File: config.mk
export PLATFORM = sky130hd
export DESIGN_NAME = param_sequence_detector_flat
export DESIGN_NICKNAME = d
export VERILOG_FILES = /design/src/rtl/param_sequence_detector_if.sv /design/src/rtl/param_sequence_detector.sv /design/src/flat_wrapper.sv
export SDC_FILE = /design/constraint.sdc
export NUM_CORES = 1
export LEC_CHECK = 0
export CORE_ASPECT_RATIO = 1.75
export CORE_MARGIN = 5
export CORE_UTILIZATION = 47
export DETAILED_ROUTE_END_ITERATION = 6
export PLACE_DENSITY = 0.74
export SLEW_MARGIN = 15
export SYNTH_ARGS = -nofsm -noshare
export SYNTH_HDL_FRONTEND = slang
export SYNTH_SLANG_ARGS = --single-unit
File: constraint.sdc
create_clock -name clk -period 2.5 [get_ports clk]
set_input_delay 0.625 -clock clk [delete_from_list [all_inputs] [get_ports clk]]
set_output_delay 0.625 -clock clk [all_outputs]
set_load 0.05 [all_outputs]
File: src/rtl/param_sequence_detector_if.sv
// Bus bundle between the serial bit source/configuration side and the sequence detector.
// SEQ_DET_MASK_EN adds the per-bit pattern mask.
interface param_sequence_detector_if #(
    parameter int unsigned MAX_LEN = 8,
    parameter int unsigned LEN_W   = 4,
    parameter int unsigned CNT_W   = 8
);
    logic               j;
    logic               j_valid;
    logic               pat_load;
    logic [MAX_LEN-1:0] pat_in;
    logic [LEN_W-1:0]   len_in;
    logic               overlap;
    logic               one_shot;
    logic               co;
`ifdef SEQ_DET_MASK_EN
    logic [MAX_LEN-1:0] pat_mask;
`endif
    logic               w;
    logic               init;
    logic               en;
    logic [CNT_W-1:0]   match_cnt;

`ifdef SEQ_DET_MASK_EN
    modport master (
        output j, j_valid, pat_load, pat_in, len_in, overlap, one_shot, co, pat_mask,
        input  w, init, en, match_cnt
    );
    modport slave (
        input  j, j_valid, pat_load, pat_in, len_in, overlap, one_shot, co, pat_mask,
        output w, init, en, match_cnt
    );
`else
    modport master (
        output j, j_valid, pat_load, pat_in, len_in, overlap, one_shot, co,
        input  w, init, en, match_cnt
    );
    modport slave (
        input  j, j_valid, pat_load, pat_in, len_in, overlap, one_shot, co,
        output w, init, en, match_cnt
    );
`endif
endinterface

File: src/rtl/param_sequence_detector.sv
// Programmable serial sequence detector: run-time pattern/length, overlap and one-shot modes,
// saturating match counter. Optional macro SEQ_DET_MASK_EN enables per-bit don't-care masking.
module param_sequence_detector #(
    parameter int unsigned        MAX_LEN = 8,
    parameter int unsigned        LEN_W   = 4,
    parameter int unsigned        CNT_W   = 8,
    parameter logic [MAX_LEN-1:0] DEF_PAT = MAX_LEN'(8'b0001_0110),
    parameter int unsigned        DEF_LEN = 5
) (
    input logic clk,
    input logic rst,
    param_sequence_detector_if.slave bus
);
    localparam int unsigned FILL_W = $clog2(MAX_LEN + 1);

    typedef enum logic {
        ARMED = 1'b0,
        HOLD  = 1'b1
    } state_t;

    state_t             state, state_nxt;
    logic [MAX_LEN-1:0] hist, hist_nxt;
    logic [FILL_W-1:0]  fill, fill_nxt;
    logic [MAX_LEN-1:0] pat, pat_nxt;
    logic [LEN_W-1:0]   len, len_nxt;
    logic [CNT_W-1:0]   cnt, cnt_nxt;
    logic               w_nxt;
`ifdef SEQ_DET_MASK_EN
    logic [MAX_LEN-1:0] mask, mask_nxt;
`endif

    logic [MAX_LEN-1:0] hist_sh;
    logic [FILL_W-1:0]  fill_inc;
    logic [MAX_LEN-1:0] len_mask;
    logic [MAX_LEN-1:0] diff;
    logic [LEN_W-1:0]   len_clamp;
    logic               hit;

    // Candidate history/fill after accepting the current bit, and the match test on it
    always_comb begin
        hist_sh  = {hist[MAX_LEN-2:0], bus.j};
        fill_inc = (fill == FILL_W'(MAX_LEN)) ? fill : fill + FILL_W'(1);
        len_mask = ~({MAX_LEN{1'b1}} << len);
`ifdef SEQ_DET_MASK_EN
        diff     = (hist_sh ^ pat) & mask & len_mask;
`else
        diff     = (hist_sh ^ pat) & len_mask;
`endif
        hit      = (state == ARMED) && (32'(fill_inc) >= 32'(len)) && (diff == '0);

        if (bus.len_in == '0)
            len_clamp = LEN_W'(1);
        else if (32'(bus.len_in) > MAX_LEN)
            len_clamp = LEN_W'(MAX_LEN);
        else
            len_clamp = bus.len_in;
    end

    // Next-state logic: pat_load beats co beats an accepted bit
    always_comb begin
        state_nxt = state;
        hist_nxt  = hist;
        fill_nxt  = fill;
        pat_nxt   = pat;
        len_nxt   = len;
        cnt_nxt   = cnt;
        w_nxt     = 1'b0;
`ifdef SEQ_DET_MASK_EN
        mask_nxt  = mask;
`endif
        if (bus.pat_load) begin
            pat_nxt   = bus.pat_in;
            len_nxt   = len_clamp;
            hist_nxt  = '0;
            fill_nxt  = '0;
            cnt_nxt   = '0;
            state_nxt = ARMED;
`ifdef SEQ_DET_MASK_EN
            mask_nxt  = bus.pat_mask;
`endif
        end else if (bus.co) begin
            hist_nxt  = '0;
            fill_nxt  = '0;
            state_nxt = ARMED;
        end else if (bus.j_valid && (state == ARMED)) begin
            hist_nxt = hist_sh;
            fill_nxt = fill_inc;
            if (hit) begin
                w_nxt   = 1'b1;
                cnt_nxt = (cnt == '1) ? cnt : cnt + CNT_W'(1);
                if (!bus.overlap)
                    fill_nxt = '0;
                if (bus.one_shot)
                    state_nxt = HOLD;
            end
        end
    end

    always_ff @(posedge clk or negedge rst) begin
        if (!rst) begin
            state         <= ARMED;
            hist          <= '0;
            fill          <= '0;
            pat           <= DEF_PAT;
            len           <= LEN_W'(DEF_LEN);
            cnt           <= '0;
`ifdef SEQ_DET_MASK_EN
            mask          <= '1;
`endif
            bus.w         <= 1'b0;
            bus.init      <= 1'b0;
            bus.en        <= 1'b1;
            bus.match_cnt <= '0;
        end else begin
            state         <= state_nxt;
            hist          <= hist_nxt;
            fill          <= fill_nxt;
            pat           <= pat_nxt;
            len           <= len_nxt;
            cnt           <= cnt_nxt;
`ifdef SEQ_DET_MASK_EN
            mask          <= mask_nxt;
`endif
            bus.w         <= w_nxt;
            bus.init      <= (state_nxt == HOLD);
            bus.en        <= (state_nxt == ARMED);
            bus.match_cnt <= cnt_nxt;
        end
    end
endmodule

File: src/flat_wrapper.sv
// flat-port wrapper written by rule: the top's interface ports become plain ports
module param_sequence_detector_flat 
#(
    parameter int unsigned        MAX_LEN = 8,
    parameter int unsigned        LEN_W   = 4,
    parameter int unsigned        CNT_W   = 8,
    parameter logic [MAX_LEN-1:0] DEF_PAT = MAX_LEN'(8'b0001_0110),
    parameter int unsigned        DEF_LEN = 5
)
  (clk, rst, bus_j, bus_j_valid, bus_pat_load, bus_pat_in, bus_len_in, bus_overlap, bus_one_shot, bus_co, bus_w, bus_init, bus_en, bus_match_cnt);
  param_sequence_detector_if #(.MAX_LEN(MAX_LEN), .LEN_W(LEN_W), .CNT_W(CNT_W)) bus_i ();
  input logic clk;
  input logic rst;
  input wire logic [$bits(bus_i.j)-1:0] bus_j;
  input wire logic [$bits(bus_i.j_valid)-1:0] bus_j_valid;
  input wire logic [$bits(bus_i.pat_load)-1:0] bus_pat_load;
  input wire logic [$bits(bus_i.pat_in)-1:0] bus_pat_in;
  input wire logic [$bits(bus_i.len_in)-1:0] bus_len_in;
  input wire logic [$bits(bus_i.overlap)-1:0] bus_overlap;
  input wire logic [$bits(bus_i.one_shot)-1:0] bus_one_shot;
  input wire logic [$bits(bus_i.co)-1:0] bus_co;
  output wire logic [$bits(bus_i.w)-1:0] bus_w;
  output wire logic [$bits(bus_i.init)-1:0] bus_init;
  output wire logic [$bits(bus_i.en)-1:0] bus_en;
  output wire logic [$bits(bus_i.match_cnt)-1:0] bus_match_cnt;
  assign bus_i.j = bus_j;
  assign bus_i.j_valid = bus_j_valid;
  assign bus_i.pat_load = bus_pat_load;
  assign bus_i.pat_in = bus_pat_in;
  assign bus_i.len_in = bus_len_in;
  assign bus_i.overlap = bus_overlap;
  assign bus_i.one_shot = bus_one_shot;
  assign bus_i.co = bus_co;
  assign bus_w = bus_i.w;
  assign bus_init = bus_i.init;
  assign bus_en = bus_i.en;
  assign bus_match_cnt = bus_i.match_cnt;
  param_sequence_detector #(.MAX_LEN(MAX_LEN), .LEN_W(LEN_W), .CNT_W(CNT_W), .DEF_PAT(DEF_PAT), .DEF_LEN(DEF_LEN)) u_core (.clk(clk), .rst(rst), .bus(bus_i));
endmodule
* Word-level counts from Yosys, hierarchy flattened
Index checks and enable logic that the tools add are counted.
** Cells by class
- Add/subtract/negate cells :: 2
- $mul :: 0
- Div/mod/pow operators :: 0
- $lt $le $gt $ge :: 2
- Eq/ne operators :: 4
- Shift operators :: 1
- Muxes and demuxes :: 25
- Bitwise gates (word level) :: 5
- Reduce and logical (&&, ||, !) cells :: 9
** Operators with widths (count)
- 8-bit 2-to-1 mux :: 5
- 4-bit 2-to-1 mux :: 8
- 7-bit 2-to-1 mux :: 3
- 1-bit 2-to-1 mux :: 9
- 8-bit by 1-bit adder with 8-bit output, second input constant :: 1
- 8-bit AND :: 1
- 8-bit == test, second input constant :: 1
- 8-bit logical NOT :: 1
- 8-bit inverter :: 1
- 8-bit by 4-bit << shifter with 8-bit output, first input constant :: 1
- 8-bit XOR :: 1
- 4-bit by 1-bit adder with 4-bit output, second input constant :: 1
- 4-bit == test, second input constant :: 1
- 4-bit >= comparator :: 1
- 4-bit greater-than comparator, second input constant :: 1
- 4-bit logical NOT :: 1
- 2-bit != test, second input constant :: 2
- 4-bit AND reduction :: 1
- 2-bit nonzero test :: 2
- 1-bit logical AND :: 3
- 3-bit nonzero test :: 1
- 1-bit inverter :: 2
** Storage, ports and cells
- Flip-flop bits (word level) :: 34
- Bits in latches :: 0
- Bits in writable memories :: 0
- Memory bits (read-only) :: 0
- Bits of input ports :: 20
- Output and inout bits :: 11
- Word-level logic and storage cells :: 56
- Memories :: 0

* Logic depth before layout (Yosys ltp)
- Depth after elaboration :: 10
- Depth in mapped cells :: 12
- Gate-level depth less buffers :: 12

* Least setup slack after synthesis
OpenSTA, ideal clock, no wires.
- Kind :: reg2reg
- Start :: reg u_core.fill[0]
- End :: reg u_core.bus.match_cnt[5]
- Library setup time :: 0.125 ns
- Data arrival time :: 2.433 ns
- Required time :: 2.375 ns
- Setup slack :: -0.058 ns
- Cell stages (with the launch flop) :: 13
- Buffers on the path :: 0
- Period minus slack after synthesis :: 2.558 ns
- Cell sequence :: dfrtp_1 > inv_1 > ha_1 > nand2_1 > nand2_1 > mux2i_1 > ha_1 > o21ai_0 > a221oi_2 > nand4b_2 > nor3_4 > nand4_2 > mux2_4
** On the way
- Longest elaborated chain between the ends :: 7
- Elaborated cells on any way between the ends :: 8
- Classes of those cells :: 1 x add/sub; 1 x order compare; 1 x eq/ne; 1 x mux; 4 x reduce/logical
** RTL lines
- start, declared :: RTL line param_sequence_detector.sv:23 : logic [FILL_W-1:0] fill, fill_nxt;
- start signal, assigned :: RTL line param_sequence_detector.sv:117 : fill <= fill_nxt;
- 4-bit by 1-bit adder with 4-bit output or 4-bit == test (tied branches) :: RTL line param_sequence_detector.sv:42 : fill_inc = (fill == FILL_W'(MAX_LEN)) ? fill : fill + FILL_W'(1);
- 4-bit 2-to-1 mux (*) :: RTL line param_sequence_detector.sv:42
- 4-bit >= comparator (*) :: RTL line param_sequence_detector.sv:49 : hit = (state == ARMED) && (32'(fill_inc) >= 32'(len)) && (diff == '0);
- 1-bit logical AND (*) (2 in a row) :: RTL line param_sequence_detector.sv:49
- 2-bit nonzero test (no line) (*)
- 4-bit AND reduction (no line) (*)
- end signal, assigned :: RTL line param_sequence_detector.sv:127 : bus.match_cnt <= cnt_nxt;
- end, declared :: RTL line param_sequence_detector_if.sv:40 : output w, init, en, match_cnt
Every way passes the cells marked *; elsewhere a longest branch is shown, timed or not.
A chain may end at the register's enable or synchronous reset.

* Final worst setup path
- Start :: reg u_core.fill[0]
- End :: reg u_core.bus.match_cnt[2]
The elaborated chain is that of the path after synthesis.

==> metrics.md <==
| Metric | Value |
|---|---|
| Final Max Slew Viols | `0` |
| Synth Register Bits | `34` |
| CTS tree | `yes` |
| Die area | `5140 sq um` |
| Most common library cells after synthesis | `28 x dfrtp_1, 14 x nor2_1, 9 x mux2_2` |
| Hold Path Class | `reg2reg` |
| Vias in the first global route | `1587` |
| Slew @ Worst Pin | `0.529 ns` |
| Worst rel slew slack | `64.6%` |
| Clk pwr share | `37.4%` |
| P&R area growth vs syn | `39.6%` |
| Cell Rows | `29` |
| Total I/O pin count | `31` |
| Worst EP required | `2.72 ns` |
| Share of the synthesized area in the top cell type | `39.6%` |
| Die height | `91.1 um` |
| Final ANT Viol Nets | `0` |
| Antenna cell count | `0` |
| Pre-CTS setup slack | `-0.217 ns` |
| Reg clk slew, reported paths | `0.07 ns` |
| Internal power | `0.959 mW` |
| GRT Util Overall | `18.2%` |
| CTS root buf | `clkbuf_8` |
| Worst skew pair latency | `0.29 ns` |
| Synthesized Nets | `186` |
| I/O Buffers | `30` |
| Ys Warns | `0` |
| Share of synthesized registers carrying an async set or reset | `100%` |
| Psw | `0.312 mW` |
| Largest net degree at the start of global routing | `35` |
| First-pass DRT Iterations | `4` |
| CTS Hold Bufs | `0` |
| Worst Setup Slack, final | `-0.143 ns` |
| Core ar. | `3630 sq um` |
| Reg power frac | `47.0%` |
| Initial antenna violation count | `0` |
| Finished Cell Area | `2470 sq um` |
| Yosys top cell by area | `dfrtp_1` |
| Number of distinct library cells after synthesis | `42` |
| Cell Area, Synth | `1770 sq um` |
| Vias | `1405` |
| Seq/Total Area, Yosys | `48.5%` |
| Clock skew | `0.00619 ns` |
| Top_reg_cell synth | `dfrtp_1` |
| Period utilization | `106%` |
| Reg2reg path depth | `13` |
| Hold_ws | `0.545 ns` |
| Number of synthesized flops with an enable pin | `0` |
| CP Data Arrival Time | `2.86 ns` |
| Clock sink total | `34` |
| Most frequent cell after synthesis | `dfrtp_1` |
| Crit Path Class | `reg2reg` |
| Largest cells by area after synthesis | `dfrtp_1 40%, dfstp_2 8.9%, mux2_2 5.7%` |
| Die X | `56.4 um` |
| # DRC | `0` |
| Final setup vio count | `14` |
| Routed wire length | `4410 um` |
| RSZ-0062 raised after global routing | `true` |
| H-tree levels | `2` |
| Failing checks | `negative setup slack` |
| Power Total | `1.27 mW` |
| Clk buf depth | `2` |
| Sw frac | `24.6%` |
| Drt wl/cell | `17.4 um` |
| Tmin final | `2.64 ns` |
| Combinational share of power | `15.6%` |
| Placed Area | `2200 sq um` |
| Max Freq | `378 MHz` |
| Status | `complete, but fails checks` |
| Leakage | `1.08 nW` |
| MaxCap Viol Count | `0` |
| Final #Nets | `233` |
| GRT overflow | `0` |
| First-pass GRT wire length | `7340 um` |
| Mapped Cells | `159` |
| Final hold vios | `0` |
| CTS Buf Count | `5` |
| Peak VDD IR | `0.356 mV` |
| Final HPWL from detailed placement | `3180 um` |
| Initial Utilization | `48.7%` |
| Layout cells sized above 1 | `31.4%` |
| GPL Wtd Cong | `0.836` |
| Crit. End Element | `flop` |
| Vias/cell | `5.55` |
| Syn Area/Cell | `11.1 sq um` |
| Worst hold stages | `1` |
| CP max FO | `6` |
| Crit path launch type | `flop` |
| P per Cell Area | `515 nW/um^2` |
| Iter 0 DRT Violations | `32` |
==> path summary, 6_finish.rpt <==
| path | slack, ns | start | end |
|---|---|---|---|
| min | 0.55 | u_core.bus.init | u_core.bus.en |
| max in group asynchronous | 1.41 | rst | u_core.bus.en |
| min in group asynchronous | 0.76 | rst | u_core.len[1] |
| max | -0.14 | u_core.fill[0] | u_core.bus.match_cnt[2] |
| min reg2reg | 0.55 | u_core.bus.init | u_core.bus.en |
| max reg2reg | -0.14 | u_core.fill[0] | u_core.bus.match_cnt[2] |
==> final cells by class <==
| cell class | count | area [sq um] |
|---|---|---|
| Clock buffer | 8 | 110 |
| Fill cell | 273 | 1160 |
| Inverter | 6 | 22.5 |
| Multi-Input combinational cell | 114 | 990 |
| Sequential cell | 34 | 858 |
| Tap cell | 46 | 57.6 |
| Timing Repair Buffer | 45 | 429 |
==> worst max-delay path, cell delays in order, from the launching register on <==
cell and delay (ns):
dfrtp_1 0.40, inv_2 0.09, ha_4 0.14, nand2_4 0.05
nor2_4 0.11, xnor2_2 0.15, ha_1 0.26, nand2b_4 0.14
a2111o_1 0.36, o211ai_1 0.25, nor3_4 0.14, buf_12 0.17
a21bo_4 0.20, a21oi_2 0.11
==> layout by cell type, fill, tap and decap left out, types with 3 or more instances in the layout <==
cell,netlist,layout
clkdlybuf4s50_1,0,30
dfrtp_1,28,28
nor2_1,14,13
buf_4,0,13
mux2_2,9,9
clkbuf_8,0,8
xor2_1,7,7
a22o_1,7,7
dfstp_2,6,6
inv_1,6,5
o21ai_0,8,5
nand2_1,7,5
xnor2_1,5,4
nand3b_1,4,4
ha_1,7,4
nand3_1,4,3
a21oi_1,6,3
o21ai_1,1,3
a32o_1,3,3
a21oi_2,0,3
==> registers in the layout, indices dropped and copies added, names as in the netlist <==
register	flops
u_core.bus.init	1
u_core.bus.en	1
u_core.fill	4
u_core.bus.match_cnt	8
u_core.hist	7
u_core.len	4
u_core.pat	8
u_core.bus.w	1
==> what timing repair did <==
item | 4_1_cts | 5_1_grt
resized for setup | 21 | 7
pin swaps | 10 | 14
cloned | 0 | 0
hold endpoints to repair | 0 | 0
endpoints found under the setup margin | 14 | 15
setup buffers | 4 | 0
==> power groups by stage <==
stage | Sequential (mW) | Clock, mW | Combinational, mW
after floorplan | 0.604 | 0 | 0.0874
after global placement | 0.606 | 0 | 0.162
after detailed placement | 0.607 | 0 | 0.170
after CTS | 0.597 | 0.479 | 0.193
after global routing | 0.600 | 0.510 | 0.213
final | 0.598 | 0.475 | 0.198
==> cells by family (layout without fill, tap and decap cells) <==
| kind of cell | count (synthesis) | count (layout) | synth area share, % |
|---|---|---|---|
| DFF | 34 | 34 | 48.5 |
| adders and majority gates | 7 | 7 | 4.95 |
| buffers and inverters | 11 | 59 | 2.34 |
| AOI/OAI and AO/OA | 34 | 34 | 14.3 |
| and+or+nand+nor | 48 | 48 | 15.6 |
| xor gates and xnor gates | 12 | 12 | 5.94 |
| muxes | 13 | 13 | 8.35 |
==> per-stage QoR <==
step	utilization, %	TNS, ns	instances
finish	68.0	-0.990	253
CTS	67.0	-1.08	253
detailed placement	60.7	-1.95	241
global route	68.0	-2.82	253
global placement	60.7	-0.214	241
floorplan	-	0	159
==> per-layer routing <==
layer	part of all wire [%]	vias up	GRT usage, %
met4	2.7	0	8.12
met1	37	697	18.8
li1	-	662	-
met5	0	-	0
met2	58	32	34.0
met3	2.8	14	4.40
Note: power is estimated with default switching activity, not from simulation.
